--- src/rtl/mem_arbiter_if.sv ---
// -----------------------------------------------------------------------------
// mem_arbiter_if
//
// Groups the bus signals between the control unit, the arbiter and the RAM.
//   fetch side (IF, read-only): if_req, if_addr -> if_gnt, if_rvalid, if_rdata
//   load/store side (LS)      : ls_req, ls_we, ls_addr, ls_wdata
//                               -> ls_gnt, ls_rvalid, ls_rdata
//   RAM side                  : mem_addr, mem_write_en, mem_wdata <- mem_rdata
//
// Modports:
//   slave  - the arbiter's view (drives grants, responses and RAM pins)
//   master - the surrounding control unit / RAM view (the mirror image)
// -----------------------------------------------------------------------------
interface mem_arbiter_if #(
   parameter int REG_SIZE = 8
);

   // instruction-fetch requester
   logic                if_req;
   logic [REG_SIZE-1:0] if_addr;
   logic                if_gnt;
   logic                if_rvalid;
   logic [REG_SIZE-1:0] if_rdata;

   // load/store requester
   logic                ls_req;
   logic                ls_we;
   logic [REG_SIZE-1:0] ls_addr;
   logic [REG_SIZE-1:0] ls_wdata;
   logic                ls_gnt;
   logic                ls_rvalid;
   logic [REG_SIZE-1:0] ls_rdata;

   // single-port RAM
   logic [REG_SIZE-1:0] mem_addr;
   logic                mem_write_en;
   logic [REG_SIZE-1:0] mem_wdata;
   logic [REG_SIZE-1:0] mem_rdata;

   modport slave (
      input  if_req, if_addr,
      input  ls_req, ls_we, ls_addr, ls_wdata,
      input  mem_rdata,
      output if_gnt, if_rvalid, if_rdata,
      output ls_gnt, ls_rvalid, ls_rdata,
      output mem_addr, mem_write_en, mem_wdata
   );

   modport master (
      output if_req, if_addr,
      output ls_req, ls_we, ls_addr, ls_wdata,
      output mem_rdata,
      input  if_gnt, if_rvalid, if_rdata,
      input  ls_gnt, ls_rvalid, ls_rdata,
      input  mem_addr, mem_write_en, mem_wdata
   );

endinterface : mem_arbiter_if

--- src/rtl/mem_arbiter.sv ---
// -----------------------------------------------------------------------------
// mem_arbiter
//
// Shares the single-port core RAM between the instruction-fetch requester (IF,
// read-only) and the load/store requester (LS). One transaction is in flight at
// a time; the RAM returns read data RAM_LAT cycles after the address is shown.
//
// Parameters:
//   REG_SIZE - address and data width
//   RAM_LAT  - RAM read latency in cycles, legal range 1..4
//
// Ports:
//   CLK - rising-edge clock
//   RST - synchronous, active-high reset
//   bus - mem_arbiter_if.slave: request/grant/response for IF and LS, and the
//         RAM address / write-enable / data pins owned by this block
//
// Timing: a grant in cycle t (Mealy, from IDLE or RESP) gives rvalid in cycle
// t+RAM_LAT+1, so back-to-back transactions run every RAM_LAT+1 cycles with the
// next grant overlapping the previous response.
// -----------------------------------------------------------------------------
module mem_arbiter #(
   parameter int REG_SIZE = 8,
   parameter int RAM_LAT  = 1
) (
   input  logic          CLK,
   input  logic          RST,
   mem_arbiter_if.slave  bus
);

   typedef enum logic [1:0] {
      IDLE = 2'd0,
      BUSY = 2'd1,
      RESP = 2'd2
   } state_t;

   // BUSY lasts RAM_LAT cycles; the counter runs 0 .. RAM_LAT-1.
   localparam logic [2:0] LAST_CNT = 3'(RAM_LAT - 1);

   state_t              state;
   state_t              state_nxt;

   logic                gnt_if;
   logic                gnt_ls;
   logic                any_gnt;
   logic                can_grant;
   logic                busy_done;

   logic                prio_ls;      // 1: LS wins the next contested grant
   logic                owner_ls;     // 1: current transaction belongs to LS
   logic                lat_we;       // current transaction is a store
   logic [2:0]          cnt;

   logic [REG_SIZE-1:0] mem_addr_q;
   logic [REG_SIZE-1:0] mem_wdata_q;
   logic                mem_write_en_q;
   logic                if_rvalid_q;
   logic                ls_rvalid_q;
   logic [REG_SIZE-1:0] if_rdata_q;
   logic [REG_SIZE-1:0] ls_rdata_q;

   // ---------------------------------------------------------------------------
   // Grant decision and next-state logic
   // ---------------------------------------------------------------------------
   always_comb begin
      // NOTE: every signal gets a default before any branch so no path leaves
      // one unassigned, which would otherwise infer a latch.
      gnt_if    = 1'b0;
      gnt_ls    = 1'b0;
      state_nxt = state;

      // Grants are suppressed while RST is high: the reset edge would discard
      // the transaction, so the requester must not see it accepted.
      can_grant = ((state == IDLE) || (state == RESP)) && !RST;
      busy_done = (cnt == LAST_CNT);

      if (can_grant) begin
         if (bus.ls_req && (!bus.if_req || prio_ls)) begin
            gnt_ls = 1'b1;
         end else if (bus.if_req) begin
            gnt_if = 1'b1;
         end
      end

      any_gnt = gnt_if || gnt_ls;

      unique case (state)
         IDLE:    if (any_gnt) state_nxt = BUSY;
         BUSY:    if (busy_done) state_nxt = RESP;
         // RESP lasts one cycle; a grant issued here chains straight into BUSY.
         RESP:    state_nxt = any_gnt ? BUSY : IDLE;
         default: state_nxt = IDLE;
      endcase
   end

   assign bus.if_gnt = gnt_if;
   assign bus.ls_gnt = gnt_ls;

   // ---------------------------------------------------------------------------
   // State register
   // ---------------------------------------------------------------------------
   always_ff @(posedge CLK) begin
      // NOTE: sequential state uses non-blocking assignments so every register
      // samples the values of the previous cycle, independent of block order.
      if (RST) begin
         state <= IDLE;
      end else begin
         state <= state_nxt;
      end
   end

   // ---------------------------------------------------------------------------
   // Transaction registers, RAM pins and responses
   // ---------------------------------------------------------------------------
   always_ff @(posedge CLK) begin
      // NOTE: every register here is reset, not just control state, because
      // all outputs must read 0 after reset and an in-flight transaction is
      // abandoned.
      if (RST) begin
         prio_ls        <= 1'b1;
         owner_ls       <= 1'b0;
         lat_we         <= 1'b0;
         cnt            <= 3'd0;
         mem_addr_q     <= '0;
         mem_wdata_q    <= '0;
         mem_write_en_q <= 1'b0;
         if_rvalid_q    <= 1'b0;
         ls_rvalid_q    <= 1'b0;
         if_rdata_q     <= '0;
         ls_rdata_q     <= '0;
      end else begin
         // Pulse outputs fall back to 0 unless re-asserted below.
         if_rvalid_q    <= 1'b0;
         ls_rvalid_q    <= 1'b0;
         mem_write_en_q <= 1'b0;

         if (any_gnt) begin
            owner_ls <= gnt_ls;
            lat_we   <= gnt_ls && bus.ls_we;
            cnt      <= 3'd0;
            // The RAM pins are the latched request itself, so the address is
            // already on mem_addr in the first BUSY cycle and stays there
            // through IDLE/RESP until the next grant.
            mem_addr_q <= gnt_ls ? bus.ls_addr : bus.if_addr;
            if (gnt_ls) begin
               mem_wdata_q <= bus.ls_wdata;
            end
            // Write strobe covers only the first BUSY cycle of a store.
            mem_write_en_q <= gnt_ls && bus.ls_we;
            // The pointer moves only when both sides were asking.
            if (bus.if_req && bus.ls_req) begin
               prio_ls <= ~prio_ls;
            end
         end else if (state == BUSY) begin
            if (busy_done) begin
               if (owner_ls) begin
                  ls_rvalid_q <= 1'b1;
                  // A store only acknowledges; ls_rdata keeps the last load.
                  if (!lat_we) begin
                     ls_rdata_q <= bus.mem_rdata;
                  end
               end else begin
                  if_rvalid_q <= 1'b1;
                  if_rdata_q  <= bus.mem_rdata;
               end
            end else begin
               cnt <= cnt + 3'd1;
            end
         end
      end
   end

   assign bus.mem_addr     = mem_addr_q;
   assign bus.mem_wdata    = mem_wdata_q;
   assign bus.mem_write_en = mem_write_en_q;
   assign bus.if_rvalid    = if_rvalid_q;
   assign bus.ls_rvalid    = ls_rvalid_q;
   assign bus.if_rdata     = if_rdata_q;
   assign bus.ls_rdata     = ls_rdata_q;

endmodule : mem_arbiter

--- src/flat_wrapper.sv ---
// flat-port wrapper written by rule: the top's interface ports become plain ports
module mem_arbiter_flat 
#(
   parameter int REG_SIZE = 8,
   parameter int RAM_LAT  = 1
)
  (CLK, RST, bus_if_req, bus_if_addr, bus_ls_req, bus_ls_we, bus_ls_addr, bus_ls_wdata, bus_mem_rdata, bus_if_gnt, bus_if_rvalid, bus_if_rdata, bus_ls_gnt, bus_ls_rvalid, bus_ls_rdata, bus_mem_addr, bus_mem_write_en, bus_mem_wdata);
  mem_arbiter_if #(.REG_SIZE(REG_SIZE)) bus_i ();
  input  logic CLK;
  input  logic RST;
  input wire logic [$bits(bus_i.if_req)-1:0] bus_if_req;
  input wire logic [$bits(bus_i.if_addr)-1:0] bus_if_addr;
  input wire logic [$bits(bus_i.ls_req)-1:0] bus_ls_req;
  input wire logic [$bits(bus_i.ls_we)-1:0] bus_ls_we;
  input wire logic [$bits(bus_i.ls_addr)-1:0] bus_ls_addr;
  input wire logic [$bits(bus_i.ls_wdata)-1:0] bus_ls_wdata;
  input wire logic [$bits(bus_i.mem_rdata)-1:0] bus_mem_rdata;
  output wire logic [$bits(bus_i.if_gnt)-1:0] bus_if_gnt;
  output wire logic [$bits(bus_i.if_rvalid)-1:0] bus_if_rvalid;
  output wire logic [$bits(bus_i.if_rdata)-1:0] bus_if_rdata;
  output wire logic [$bits(bus_i.ls_gnt)-1:0] bus_ls_gnt;
  output wire logic [$bits(bus_i.ls_rvalid)-1:0] bus_ls_rvalid;
  output wire logic [$bits(bus_i.ls_rdata)-1:0] bus_ls_rdata;
  output wire logic [$bits(bus_i.mem_addr)-1:0] bus_mem_addr;
  output wire logic [$bits(bus_i.mem_write_en)-1:0] bus_mem_write_en;
  output wire logic [$bits(bus_i.mem_wdata)-1:0] bus_mem_wdata;
  assign bus_i.if_req = bus_if_req;
  assign bus_i.if_addr = bus_if_addr;
  assign bus_i.ls_req = bus_ls_req;
  assign bus_i.ls_we = bus_ls_we;
  assign bus_i.ls_addr = bus_ls_addr;
  assign bus_i.ls_wdata = bus_ls_wdata;
  assign bus_i.mem_rdata = bus_mem_rdata;
  assign bus_if_gnt = bus_i.if_gnt;
  assign bus_if_rvalid = bus_i.if_rvalid;
  assign bus_if_rdata = bus_i.if_rdata;
  assign bus_ls_gnt = bus_i.ls_gnt;
  assign bus_ls_rvalid = bus_i.ls_rvalid;
  assign bus_ls_rdata = bus_i.ls_rdata;
  assign bus_mem_addr = bus_i.mem_addr;
  assign bus_mem_write_en = bus_i.mem_write_en;
  assign bus_mem_wdata = bus_i.mem_wdata;
  mem_arbiter #(.REG_SIZE(REG_SIZE), .RAM_LAT(RAM_LAT)) u_core (.CLK(CLK), .RST(RST), .bus(bus_i));
endmodule
--- config.mk ---
export PLATFORM = sky130hd
export DESIGN_NAME = mem_arbiter_flat
export DESIGN_NICKNAME = d
export VERILOG_FILES = /design/src/rtl/mem_arbiter_if.sv /design/src/rtl/mem_arbiter.sv /design/src/flat_wrapper.sv
export SDC_FILE = /design/constraint.sdc
export NUM_CORES = 1
export LEC_CHECK = 0
export CORE_UTILIZATION = 46
export DETAILED_ROUTE_END_ITERATION = 16
export PLACE_DENSITY = 0.82
export SLEW_MARGIN = 30
export SYNTH_ARGS = -nofsm -noshare
export SYNTH_HDL_FRONTEND = slang
export SYNTH_SLANG_ARGS = --single-unit
--- constraint.sdc ---
create_clock -name CLK -period 3.5 [get_ports CLK]
set_clock_uncertainty 0.2 [all_clocks]
set_input_delay 0.525 -clock CLK [delete_from_list [all_inputs] [get_ports CLK]]
set_output_delay 0.525 -clock CLK [all_outputs]
set_load 0.01 [all_outputs]
==> reports/results.txt <==
CTS tree = yes
Post-synth cell types = 39
IO buf count = 73
CP startpoint kind = primary input
Synth Flop Type = dfxtp_1
Tmin final = 2.85 ns
CTS Buf Count = 5
Die area = 4180 um2
Worst-margin pin slew = 0.367 ns
Width of the die = 64.7 um
Cell at the slowest stage of the critical path = clkdlybuf4s50_1
Critical path's largest stage delay = 0.61 ns
RePlAce Congestion = 0.726
WL/cell = 14.2 um
Hold Slack = 0.278 ns
Drt first-iter violations = 62
Pwr/cell area = 414 nW/um2
Detailed-route DRC error count = 0
Final Hold Fails = 0
Final wirelength = 4080 um
Nets@finish = 278
Largest net degree at the start of global routing = 46
Synth warnings = 0
Outcome = complete, no violations
Fill cells = 288
Area Overhead vs Synth = 47.3%
Chip height = 64.7 um
Initial antenna violation count = 0
ANT nets after route = 0
Crit path capture type = primary output
Crit path buffers/inverters = 2
Cell leakage power = 1.04 nW
Post-synthesis xor/xnor area fraction = 0.485%
Kind of critical path = in2out
Mapped Area = 1810 um2
Core Area = 3720 um2
Post-CTS Setup Inserts = 0
Syn_nets = 205
Total GRT Usage = 21.1%
Mean Syn Cell Area = 10.9 um2
FMAX = 0.351 GHz
Yosys reg bits = 43
Setup TNS = 0 ns
Worst IR Drop VDD = 0.000279 V
Clock network fraction of total power = 31.0%
RSZ-0062 raised after global routing = false
Reg clk slew, reported paths = 0.08 ns
Number of setup violations in the final report = 0
Clock sinks = 43
CTS root buf = clkbuf_8
Pre-CTS setup slack = 0.647 ns
# rows = 22
Sequential fraction of the synthesis area = 47.7%
EDFF count, synth = 0
Largest family of logic cells by synthesized area = simple AND/OR/NAND/NOR gates
Deepest level of the CTS H-tree = 2
Comb pwr share = 19.6%
Hpwl dp = 3100 um
Max-slew violation count = 0
WP data arrival = 2.13 ns
Design Area, Final = 2660 um2
Worst-case clock buffer depth = 2
Max-slew headroom = 75.6%
Reg2reg setup slack = 1.76 ns
DR pass1 iterations = 4
Multi-input gate area = 890 um2
Adder-cell share of the synthesized area = 1.39%
Max-cap violations = 0
Tcrit/Tclk final = 81.5%
Multiplexer share of the synthesized area = 13.9%
PostCTS Resize Cnt = 0
Hold/Removal Path Class = reg2reg
Layout cells sized above 1 = 10.0%
DR vias/cell = 5.00
Boundary Pins = 74
Hold-fix buffers at CTS = 0
N_diodes = 0
Cells after Synth = 166
Register Area = 861 um2
CP Data Required Time = 2.77 ns
Critical Path, Cell by Cell = clkdlybuf4s50_1 > nand2_1 > and3_1 > clkdlybuf4s50_1
Psw = 0.265 mW
Vias in the first global route = 1467
Fin worst setup slack = 0.648 ns
Asr flop ratio synth = 0%
Sequential power share = 49.4%
Cell Area, Placed = 2560 um2
CP max FO = 10
Internal power = 0.836 mW
Cell mode on critical path = clkdlybuf4s50_1
Grt ovf = 0
Starting Density = 48.6%
First-pass GRT wire length = 6760 um
Worst skew pair latency = 0.29 ns
Post-synthesis compound-gate area fraction = 7.83%
CP top delay family = buffers and inverters
Simple-gate share of the synthesized area = 25.7%
Switch share = 24.0%
Via count = 1441
[cell usage in the layout (no fill, tap or decap), types with 2 or more instances in the layout]
master            n
and3_1            2
a21oi_1           2
a221o_1           8
nand3_1           2
clkbuf_8          7
nor2b_1          10
mux2i_1          16
ha_1              2
nand2b_1         29
o21ai_0           2
clkdlybuf4s50_1  73
mux2_2            8
nor2_1            3
inv_1             2
dfxtp_1          43
nor3b_1           8
[metrics by stage]
stage	utilization (%)	power (mW)	instances
floorplan	-	0.654	166
global placement	68.9	0.765	280
detailed placement	68.9	0.771	280
CTS	71.6	1.11	288
global route	71.6	1.15	288
finish	71.6	1.10	288
[cells by family after synthesis]
group,count (synthesis)
AO/OA/AOI/OAI,17
XOR/XNOR,1
adder cells (fa/ha/maj),2
buffers and inverters,11
flip-flops,43
multiplexers,24
AND/OR/NAND/NOR,68
[registers in the layout, summed over array words and instances (netlist names)]
register,count
u_core.bus.if_rdata,8
u_core.bus.ls_rdata,8
u_core.bus.mem_addr,8
u_core.bus.mem_wdata,8
u_core.cnt,3
u_core.state,2
u_core.bus.if_rvalid,1
u_core.bus.ls_rvalid,1
u_core.bus.mem_write_en,1
u_core.lat_we,1
u_core.owner_ls,1
u_core.prio_ls,1
[worst reg2reg max path, stage by stage (launching register included)]
cell and delay, ns:
dfxtp_1 0.32, inv_1 0.08, ha_1 0.24, nand4bb_1 0.26
nor2_4 0.31, mux2i_1 0.25
[Yosys cell counts, types with 3 or more instances]
cell | count | area [um2]
a221o_1 | 8 | 80.1
clkbuf_1 | 4 | 15.0
dfxtp_1 | 43 | 861
mux2_2 | 8 | 90.1
mux2i_1 | 16 | 160
nand2b_1 | 29 | 181
nor2_1 | 3 | 11.3
nor2b_1 | 10 | 62.6
nor3b_1 | 8 | 60.1
[layer usage]
metal  GRT usage [%]  part of all wire, %  vias to the layer above
li1                -                    -                      720
met4            5.00                  1.0                        0
met2            38.4                   52                       32
met5               0                    0                        -
met3            8.45                  5.7                        7
met1            22.4                   41                      682
[final cells by class]
cell class | instances | area share [%]
multi-input combinational | 112 | 33.4
tap | 48 | 2.26
timing repair buffer | 74 | 27.8
inverter | 3 | 0.423
sequential | 43 | 32.4
clock buffer | 8 | 3.76
[power groups by stage]
stage               Sequential, mW  Clock [mW]  Combinational [mW]
floorplan                    0.565           0              0.0893
CTS                          0.544       0.347               0.217
finish                       0.544       0.342               0.215
global placement             0.553           0               0.212
global route                 0.547       0.376               0.230
detailed placement           0.555           0               0.216
[path summary, 6_finish.rpt]
path	from	endpoint	cells past startpoint
worst min-delay path	u_core.bus.ls_rdata[5]	u_core.bus.ls_rdata[5]	2
worst max-delay path	bus_ls_req	bus_if_gnt	4
worst max register to register	u_core.cnt[0]	u_core.bus.if_rdata[7]	5
worst min register to register	u_core.bus.ls_rdata[5]	u_core.bus.ls_rdata[5]	2
No activity file was read; power rests on OpenSTA's default activity.
==> edit 1: new RTL, config.mk and constraints unchanged <==
Make the reset (`RST`) asynchronous in 2 clocked blocks. Comments in the files are not updated.
--- a/src/rtl/mem_arbiter.sv
+++ b/src/rtl/mem_arbiter.sv
@@ -99,7 +99,7 @@
    // ---------------------------------------------------------------------------
    // State register
    // ---------------------------------------------------------------------------
-   always_ff @(posedge CLK) begin
+   always_ff @(posedge CLK or posedge RST) begin
       // NOTE: sequential state uses non-blocking assignments so every register
       // samples the values of the previous cycle, independent of block order.
       if (RST) begin
@@ -112,7 +112,7 @@
    // ---------------------------------------------------------------------------
    // Transaction registers, RAM pins and responses
    // ---------------------------------------------------------------------------
-   always_ff @(posedge CLK) begin
+   always_ff @(posedge CLK or posedge RST) begin
       // NOTE: every register here is reset, not just control state, because
       // all outputs must read 0 after reset and an in-flight transaction is
       // abandoned.
Behaviour: differs if RST is asserted again (counterexample within 4 cycles, from zero or initial values and one cycle with RST high); with RST held inactive, the same outputs for 10 cycles.
==> edit 1 against the original RTL <==
Worst hold slack better by 0.027 ns. Worst setup slack better by 0.036 ns. Area after synthesis down 0.62%. Sequential cell count unchanged. Final cell count down 6.6%. Fmax up 1.3%. Design area up 1.1%. Routed wire length up 0.93%. Critical path type unchanged.
Power is not compared: it rests on default switching activity, and its combinational part moved more than twofold at a synthesized area within 25%.
==> edit 1: results (changes against the original RTL) <==
[worst_hold_path]
hold_path_depth = 1  ; -1
whs_endpoint = u_core.bus.if_rdata[1]
hold_path.startpoint = u_core.bus.if_rdata[1]

[sta]
hold_slack_ns = 0.305  ; +0.0274 ns
tightest_slew_ns = 0.566  ; +0.199 ns
timing.final.ws_setup_ns = 0.684  ; +0.0356 ns

[yosys]
yosys.area_share.xor_xnor = 0.00488  ; +0.0000304
share_of_the_yosys_chip_area_belonging_to_registers = 0.600  ; +0.124
ys_top_cells_by_count = sky130_fd_sc_hd__dfrtp_1, sky130_fd_sc_hd__mux2_2, sky130_fd_sc_hd__inv_1
synth_adder_area_share = 0.0139  ; +0.0000870
muxShareOfSynthArea = 0.156  ; +0.0176
asyncSetResetFlopFracSynth = 1.00  ; +1.00
netlist_top_cells_area = sky130_fd_sc_hd__dfrtp_1, sky130_fd_sc_hd__mux2_2, sky130_fd_sc_hd__inv_1
syn_area_per_cell_sq_um = 12.8  ; +18%
synth_compound_area_frac = 0.0900  ; +0.0116

[place]
dpl_cell_area_sq_mm = 0.00259  ; +1.1%
dpl.cell_count = 261  ; -6.8%
worst_slack_after_detailed_placement_ns = 0.694  ; +0.0469 ns
place_congestion = 0.760  ; +4.7%
hpwlAfterDp_mm = 3.08  ; -0.48%

[worst_setup_path]
slowest_delay_ns = 0.53  ; -0.08 ns
regToRegSetupSlack_ns = 1.53  ; -0.23 ns
critical_path.reg2reg.startpoint = u_core.cnt[0]
crit_path_start = RST

[cells_and_area]
final.signal_inverter_count = 21  ; +18
post_route_cells_drive_above_1_share = 0.176  ; +0.0765
layout.cell_area.non_filler_sq_mm = 0.00269  ; +1.1%
number_of_fill_cells_in_the_layout = 263  ; -8.7%
sequential_cell_count = 43  ; unchanged
area_share_clock_buf_inv = 0.0372  ; -0.000403
layout.area.top_class = flip-flops and latches
layout.buffer.nonclock.area_share = 0.277  ; about the same
combined_area_of_the_multi_input_logic_cells_sq_um = 627  ; -30%

[run_status]
result_of_the_run = finished, final reports clean

[global_route]
grt_max_degree = 44  ; -4.3%

[detailed_routing]
count_of_vias_placed_by_the_detailed_router = 1370  ; -4.9%

## edit 1: cell count changes after synthesis, moves of 3 or more
| cell | change |
|---|---|
| sky130_fd_sc_hd__dfrtp_1 | +42 |
| sky130_fd_sc_hd__a221o_1 | -8 |
| sky130_fd_sc_hd__o221ai_1 | +8 |
| sky130_fd_sc_hd__dfxtp_1 | -43 |
| sky130_fd_sc_hd__inv_1 | +19 |
| sky130_fd_sc_hd__o21ai_0 | +11 |
| sky130_fd_sc_hd__nor2b_1 | -8 |
| sky130_fd_sc_hd__nor3b_1 | -8 |
| sky130_fd_sc_hd__mux2i_1 | -15 |
| sky130_fd_sc_hd__clkbuf_1 | -3 |
| sky130_fd_sc_hd__nand2b_1 | -27 |
| sky130_fd_sc_hd__mux2_2 | +14 |
## edit 1: routing by layer
metal	up-vias	part of all wire	global-route usage
met1	671	0.40	0.245
met4	0	0.0070	0.0417
met5	-	0	0
met3	5	0.077	0.0687
met2	54	0.51	0.378
li1	640	-	-
==> edit 2: new RTL, config.mk and constraints unchanged <==
Without the edit above. `REG_SIZE` is set to 8 in 3 places; all go to 4.
--- a/src/rtl/mem_arbiter_if.sv
+++ b/src/rtl/mem_arbiter_if.sv
@@ -12,7 +12,7 @@
 //   master - the surrounding control unit / RAM view (the mirror image)
 // -----------------------------------------------------------------------------
 interface mem_arbiter_if #(
-   parameter int REG_SIZE = 8
+   parameter int REG_SIZE = 4
 );
 
    // instruction-fetch requester
--- a/src/rtl/mem_arbiter.sv
+++ b/src/rtl/mem_arbiter.sv
@@ -20,7 +20,7 @@
 // next grant overlapping the previous response.
 // -----------------------------------------------------------------------------
 module mem_arbiter #(
-   parameter int REG_SIZE = 8,
+   parameter int REG_SIZE = 4,
    parameter int RAM_LAT  = 1
 ) (
    input  logic          CLK,
--- a/src/flat_wrapper.sv
+++ b/src/flat_wrapper.sv
@@ -1,7 +1,7 @@
 // flat-port wrapper written by rule: the top's interface ports become plain ports
 module mem_arbiter_flat 
 #(
-   parameter int REG_SIZE = 8,
+   parameter int REG_SIZE = 4,
    parameter int RAM_LAT  = 1
 )
   (CLK, RST, bus_if_req, bus_if_addr, bus_ls_req, bus_ls_we, bus_ls_addr, bus_ls_wdata, bus_mem_rdata, bus_if_gnt, bus_if_rvalid, bus_if_rdata, bus_ls_gnt, bus_ls_rvalid, bus_ls_rdata, bus_mem_addr, bus_mem_write_en, bus_mem_wdata);
Ports: changed (8 resized); port bits go from 74 to 42. The function was not compared with the original's and may differ.
==> edit 2 against the original RTL <==
Design area down 40%. Combinational power down 50%. Area after synthesis is 37% lower. First-iteration DRC count fell by 84%. Global-route usage down 0.81 points. Sequential cell count shrank 16. Core utilization decreased by 0.99 points. Fmax increased by 4.5%. Power fell by 48%. Routed wire length fell by 42%. Worst setup slack improved by 0.12 ns. Via count shrank 36%. Count of clock-buffer cells in the layout is 5 lower. Largest power group unchanged. Highest routed layer unchanged.
==> edit 2: results (changes against the original RTL) <==
[worst_hold_path]
hold_path.startpoint = u_core.bus.if_rdata[1]
whs_endpoint = u_core.bus.if_rdata[1]

[detailed_routing]
route.detailed.wl_per_inst_um = 13.2  ; -6.9%
met3_wl_post_dr_um = 108  ; -54%
met1_length_mm = 1.03  ; -38%
met2_wirelength_mm = 1.17  ; -45%

[worst_setup_path]
worst-path-max-fanout = 12  ; +2
slowest_delay_ns = 0.56  ; -0.05 ns
regToRegSetupSlack_ns = 1.83  ; +0.07 ns
worst_r2r_endpoint = u_core.bus.ls_rdata[2]

[sta]
hold_slack_ns = 0.286  ; +0.00805 ns

[yosys]
share_of_the_yosys_chip_area_belonging_to_registers = 0.478  ; +0.00162
synth.net_count = 130  ; -37%
ys_top_cells_by_count = sky130_fd_sc_hd__dfxtp_1, sky130_fd_sc_hd__nand2b_1, sky130_fd_sc_hd__mux2i_1
netlist_top_cells_area = sky130_fd_sc_hd__dfxtp_1, sky130_fd_sc_hd__nand2b_1, sky130_fd_sc_hd__mux2i_1
synth_compound_area_frac = 0.0875  ; +0.00918

[global_route]
first_global_vias = 889  ; -39%
grtUsageTotal = 0.202  ; -0.00807
grt_max_degree = 22  ; -52%
wire_length_of_the_first_global_routing_pass_mm = 3.94  ; -42%
global_route.usage.met1 = 0.239  ; +0.0152

[place]
place_congestion = 0.753  ; +3.8%
hpwlAfterDp_mm = 1.81  ; -42%

[clock_tree]
insertion_delay_ns = 0.33  ; +0.04 ns
clkSlewWorstSetupHoldPaths_ns = 0.13  ; +0.05 ns
ctsRootBufferMaster = sky130_fd_sc_hd__clkbuf_4

[pwr]
power.static_leakage_uw = 0.000629  ; -39%

[cells_and_area]
core_occupancy_in_the_finished_layout = 0.706  ; -0.00994

[run_status]
result_of_the_run = finished, final reports clean

==> edit 2: cell types whose count changed in the layout (fill, tap and decap cells not counted), sizes merged, moves of 5 or more <==
cell / change
dfxtp: -16
clkbuf: -5
clkdlybuf4s50: -32
nor3b: -9
mux2i: -8
nand2b: -12
==> edit 2: report_power, final <==
part,switching [uW],total [uW],internal (uW)
logic,40.6,108,67.1
registers,11.4,336,325
clock network,88.1,131,42.9
total,140,575,435
==> edit 2: worst max-delay path: cells and delay by family <==
| kind | cells | cell delay (ns) |
|---|---|---|
| and+or+nand+nor | 2 | 0.49 |
| buffers and inverters | 2 | 0.99 |
==> edit 2: final cells by class <==
cell class              instances  area share
multi-input cells              74       0.351
inverters                       3     0.00708
flip-flops and latches         27       0.340
clock inverters                 1     0.00314
well taps                      28      0.0220
clock buffers                   3      0.0142
repair buffers                 42       0.263
